`src/rtl/pipe_stage_elastic.sv`:
```
// pipe_stage_elastic
// Generic elastic pipeline stage register for any RISC-V pipeline boundary.
// It holds a main entry that drives the outputs and a skid entry that absorbs
// the one extra beat accepted while the downstream stall propagates upstream.
// in_ready is a plain register output (!skid_v), so there is no combinational
// path from out_ready to in_ready. A flush kills every held entry and the
// current input. Two saturating counters record stall and flush events.
module pipe_stage_elastic #(
    parameter int DATA_W     = 160,
    parameter int CTRL_W     = 26,
    parameter int CLEAR_DATA = 1,
    parameter int CNT_W      = 16
) (
    input  logic              clk,
    input  logic              reset,
    input  logic              in_valid,
    output logic              in_ready,
    input  logic [DATA_W-1:0] in_data,
    input  logic [CTRL_W-1:0] in_ctrl,
    output logic              out_valid,
    input  logic              out_ready,
    output logic [DATA_W-1:0] out_data,
    output logic [CTRL_W-1:0] out_ctrl,
    input  logic              flush,
    output logic [1:0]        level,
    output logic [CNT_W-1:0]  stall_cnt,
    output logic [CNT_W-1:0]  flush_cnt
);

    // Entry state: main drives the outputs, skid is only valid while main is
    logic              main_v;
    logic              skid_v;
    logic [DATA_W-1:0] main_d;
    logic [DATA_W-1:0] skid_d;
    logic [CTRL_W-1:0] main_c;
    logic [CTRL_W-1:0] skid_c;

    // Handshake qualifiers and load selects
    logic push;
    logic pop;
    logic load_main_in;
    logic load_main_skid;
    logic load_skid_in;

    assign push = in_valid & in_ready;
    assign pop  = main_v & out_ready;

    // main takes the input when it is empty or is being emptied this cycle;
    // a FULL stage never pushes, so these two cases cover every main refill
    // from the input. The skid refills main whenever it holds something and
    // main is popped. The skid takes the input only when main stays occupied.
    assign load_main_in   = push & (~main_v | pop);
    assign load_main_skid = skid_v & pop;
    assign load_skid_in   = push & main_v & ~pop;

    assign in_ready  = ~skid_v;
    assign out_valid = main_v;
    assign out_data  = main_d;
    assign out_ctrl  = main_v ? main_c : '0;
    assign level     = {1'b0, main_v} + {1'b0, skid_v};

    // Occupancy state machine over (main_v, skid_v): EMPTY, ONE, FULL
    always_ff @(posedge clk) begin
        if (reset || flush) begin
            main_v <= 1'b0;
            skid_v <= 1'b0;
        end else begin
            unique case ({main_v, skid_v})
                2'b00: begin
                    if (push) main_v <= 1'b1;
                end
                2'b10: begin
                    if (pop && !push)
                        main_v <= 1'b0;
                    else if (push && !pop)
                        skid_v <= 1'b1;
                end
                2'b11: begin
                    if (pop) skid_v <= 1'b0;
                end
                default: begin
                    // skid without main breaks the invariant; drop to EMPTY
                    main_v <= 1'b0;
                    skid_v <= 1'b0;
                end
            endcase
        end
    end

    // Control payload: always cleared by reset and flush so no stale
    // regWrite/MemWrite can survive a kill
    always_ff @(posedge clk) begin
        if (reset || flush) begin
            main_c <= '0;
            skid_c <= '0;
        end else begin
            if (load_main_skid)
                main_c <= skid_c;
            else if (load_main_in)
                main_c <= in_ctrl;
            if (load_skid_in)
                skid_c <= in_ctrl;
        end
    end

    generate
        if (CLEAR_DATA != 0) begin : g_data_clear
            // Data payload zeroed by reset and flush
            always_ff @(posedge clk) begin
                if (reset || flush) begin
                    main_d <= '0;
                    skid_d <= '0;
                end else begin
                    if (load_main_skid)
                        main_d <= skid_d;
                    else if (load_main_in)
                        main_d <= in_data;
                    if (load_skid_in)
                        skid_d <= in_data;
                end
            end
        end else begin : g_data_keep
            // Data payload retained across reset and flush; only loads move it
            always_ff @(posedge clk) begin
                if (!reset && !flush) begin
                    if (load_main_skid)
                        main_d <= skid_d;
                    else if (load_main_in)
                        main_d <= in_data;
                    if (load_skid_in)
                        skid_d <= in_data;
                end
            end
        end
    endgenerate

    // Stall counter: main held against back-pressure, flush cycles included
    always_ff @(posedge clk) begin
        if (reset)
            stall_cnt <= '0;
        else if (main_v && !out_ready && (stall_cnt != '1))
            stall_cnt <= stall_cnt + 1'b1;
    end

    // Flush counter: only flushes that actually killed a valid entry
    always_ff @(posedge clk) begin
        if (reset)
            flush_cnt <= '0;
        else if (flush && (main_v || skid_v) && (flush_cnt != '1))
            flush_cnt <= flush_cnt + 1'b1;
    end

endmodule
```
`config.mk`:
```
export PLATFORM = sky130hd
export DESIGN_NAME = pipe_stage_elastic
export DESIGN_NICKNAME = d
export VERILOG_FILES = /design/src/rtl/pipe_stage_elastic.sv
export SDC_FILE = /design/constraint.sdc
export NUM_CORES = 1
export LEC_CHECK = 0
export ABC_AREA = 0
export BUFFER_PORTS_ARGS = -buffer_cell sky130_fd_sc_hd__buf_2
export CAP_MARGIN = 40
export CELL_PAD_IN_SITES_DETAIL_PLACEMENT = 0
export CELL_PAD_IN_SITES_GLOBAL_PLACEMENT = 1
export CORE_UTILIZATION = 41
export DETAILED_ROUTE_END_ITERATION = 8
export MAX_ROUTING_LAYER = met4
export PLACE_DENSITY = 0.85
export SYNTH_ARGS = -nofsm -noshare
export SYNTH_HDL_FRONTEND = slang
export SYNTH_SLANG_ARGS = --single-unit
export TNS_END_PERCENT = 20
```
`constraint.sdc`:
```
create_clock -name clk -period 3.1 [get_ports clk]
set_input_delay 0.155 -clock clk [delete_from_list [all_inputs] [get_ports clk]]
set_output_delay 0.155 -clock clk [all_outputs]
set_load 0.03 [all_outputs]
```
==> results.md <==
- Number of fillers in the final layout: 3641
- H-tree level count: 2
- Final hold slack: 0.113 ns
- WS Path Type: flop to flop
- Sequential share of the synthesized area: 0.499
- Clk sinks: 406
- Peak VDD IR: 330 uV
- CP required: 3.54 ns
- Fin worst setup slack: 0.662 ns
- Syn Inst Count: 2086
- Clock Path Buffers: 3
- Crit share post-route: 0.786
- # setup viols final: 0
- R2r endpoint: out_data[105]
- WP buf/inv: 3
- PwrDens: 543 nW/um2
- Flops & latches, synth: 406
- Flop-to-flop setup slack: 0.66 ns
- Drt via density: 5.23
- Layout net count: 2784
- Initial antenna violation count: 3
- Root Driver: clkbuf_16
- Fmax: 0.410 GHz
- Dpl hpwl: 30900 um
- TritonCTS clock tree: yes
- Post-Route WL: 50400 um
- Top_reg_cell synth: dfxtp_1
- First-pass GRT wire length: 80400 um
- # IOs: 413
- Die Y: 201 um
- Max Cap Viol: 0
- CP max stage delay: 0.52 ns
- Worst slew pin tran: 0.868 ns
- Vias: 16500
- Global-route usage over all layers: 0.247
- Hold path depth: 3
- Synth cell types: 46
- Post-Syn Area: 16300 um2
- Post-CTS Setup Inserts: 0
- Die X: 201 um
- GP Congestion: 0.868
- Vias in the first global route: 15400
- EDFF count, synth: 0
- # rows: 72
- R2R Path Start: out_valid
- Layout Area Growth over Synthesis: 35.1%
- Synthesized Nets: 2282
- Count of pins over their slew limit: 0
- Die area: 40500 um2
- Starting density of the core: 0.419
- CP arrival: 2.88 ns
- Final TNS setup: 0 ns
- Pin count of the biggest net entering global routing: 161
- Int Power: 9010 uW
- Layout cells sized above 1: 0.200
- CP endpoint kind: flop
- Gr ovfl total: 0
- Hold endpoint: flush_cnt[1]
- Highest fanout seen on the critical path: 66
- Synthesized area per cell: 7.81 um2
- Element type at the critical path start: flop
- Clock power frac: 0.445
- Unrepaired setup endpoints after global routing: false
- Iteration-0 DRC Markers: 999
- Synth warn: 0
- Post-route minimum period: 2.44 ns
- TritonRoute pass-1 iters: 5
- P_sw: 2940 uW
- Comb power frac: 0.102
- Slowest-stage cell, CP: dfxtp_1
- Hold wc startpoint: flush
- IO Port Bufs: 412
- Sequential share of power: 0.453
- Status: completed
- Ys async rst share: 0
- Final Hold Viols: 0
- ANT nets after route: 0
- R2r worst-path depth: 7
- Post-place setup slack: 0.657 ns
- Latest clock arrival within the worst-skew pair: 0.56 ns
- Fin Clk Skew: 0.0121 ns
- Core Box Area: 38900 um2
- CP dominant cell by count: buf_4
- Switch share: 0.246
- CP cell instances: buf_4 > nand2_1 > a21oi_4 > buf_12 > buf_4 > nor2_1 > a311oi_1
- Hold Path Class: input port to flop
- Leakage power: 0.00894 uW
- Max_slew headroom: 0.416
- WL/cell: 16.0 um
- Reg clk slew, reported paths: 0.06 ns
- Delay-heaviest family, CP: buffers and inverters
- Drt drc: 0
- CTS Buf Count: 45
how the worst max path moves through the flow:
stage | start | endpoint | slack (ns) | depth (start not counted)
6_report | out_valid | out_data[105] | 0.66 | 7
5_1_grt | out_valid | out_data[69] | 0.37 | 7
4_1_cts | out_valid | out_data[117] | 0.63 | 7
3_5_place_dp | out_valid | out_data[117] | 0.66 | 7
3_3_place_gp | out_valid | out_data[95] | 0.81 | 7
2_1_floorplan | out_valid | flush_cnt[15] | 0.87 | 8
routing by layer:
layer	GRT usage	share of wire	routed length, um	up-vias
met3	0.0452	0.061	3100	105
met4	0.102	0.034	1720	0
met5	-	0	0	-
met2	0.392	0.48	24000	485
li1	-	-	-	8113
met1	0.308	0.43	21500	7757
cells in the mapped netlist (all sizes together), types with 11 or more instances:
cell type / instances / area share
nand2: 748 / 0.17
dfxtp: 406 / 0.50
a21oi: 211 / 0.065
nor2: 198 / 0.046
a311oi: 183 / 0.098
buf: 94 / 0.029
clkbuf: 79 / 0.018
and2: 26 / 0.010
nand3: 15 / 0.0049
o21ai: 13 / 0.0040
nand4: 11 / 0.0046
flip-flops by register name, summed over array words and instances, names as in the netlist:
name,cells
skid_c,26
out_data,160
main_c,26
skid_d,160
stall_cnt,16
flush_cnt,16
skid_v,1
out_valid,1
logic make-up after synthesis:
group | count (synthesis) | synth area share
and+or+nand+nor | 1059 | 0.265
AOI/OAI and AO/OA | 429 | 0.180
DFF | 406 | 0.499
buffers and inverters | 181 | 0.0495
adders and majority gates | 5 | 0.00384
muxes | 4 | 0.00269
xor gates and xnor gates | 2 | 0.00108
power groups by stage:
stage | Combinational [uW] | Sequential [uW] | Clock, uW
finish | 1220 | 5420 | 5320
global route | 1320 | 5430 | 5660
CTS | 1210 | 5420 | 5460
detailed placement | 1020 | 5530 | 0
global placement | 1000 | 5530 | 0
floorplan | 444 | 5710 | 0
timing repair:
item / in CTS / in global routing
hold endpoints to repair: 373 / 0
endpoints found under the setup margin: 0 / 0
hold buffers: 187 / 0
resized for setup: 0 / 0
worst reg2reg max path: cells and delay by family (launching register included):
family | cells | cell delay (ns)
buffers and inverters | 3 | 1.04
AOI/OAI and AO/OA | 2 | 0.53
DFF | 1 | 0.52
and+or+nand+nor | 2 | 0.23
layout by cell type (no fill, tap or decap), types with 10 or more instances in the layout:
master         netlist  layout
clkbuf_16            0      47
nand4_1             10      10
buf_2               89     412
and2_1              26      26
a21oi_1            210     210
a311oi_1           183     183
buf_4                4      16
o21ai_0             13      13
nand3_1             14      13
or4_1               10      10
buf_12               0      13
o31ai_1             10      10
nor2_1             197     196
clkbuf_8             0      10
dlygate4sd3_1        0     187
nand2_1            748     747
or3_1               10      10
dfxtp_1            406     406
clkbuf_1            78      14
cell type report:
cell class	instances	area [um2]	area share
Inverter	8	30.0	0.00136
Clock buffer	71	1370	0.0621
Timing Repair Buffer	628	4310	0.196
Antenna cell	3	7.51	0.000341
Clock inverter	12	120	0.00546
Multi-Input combinational cell	1499	7400	0.336
Sequential cell	406	8130	0.369
Tap cell	518	648	0.0294
through the flow:
step                       util  power [uW]  instances  area (um2)
after global routing      0.566       12400       3145       22000
after global placement    0.479        6530       2872       18700
final                     0.566       12000       3145       22000
after CTS                 0.566       12100       3142       22000
after detailed placement  0.479        6550       2872       18700
after floorplan               -        6160       2086       16300
(Power assumes the default switching activity.)
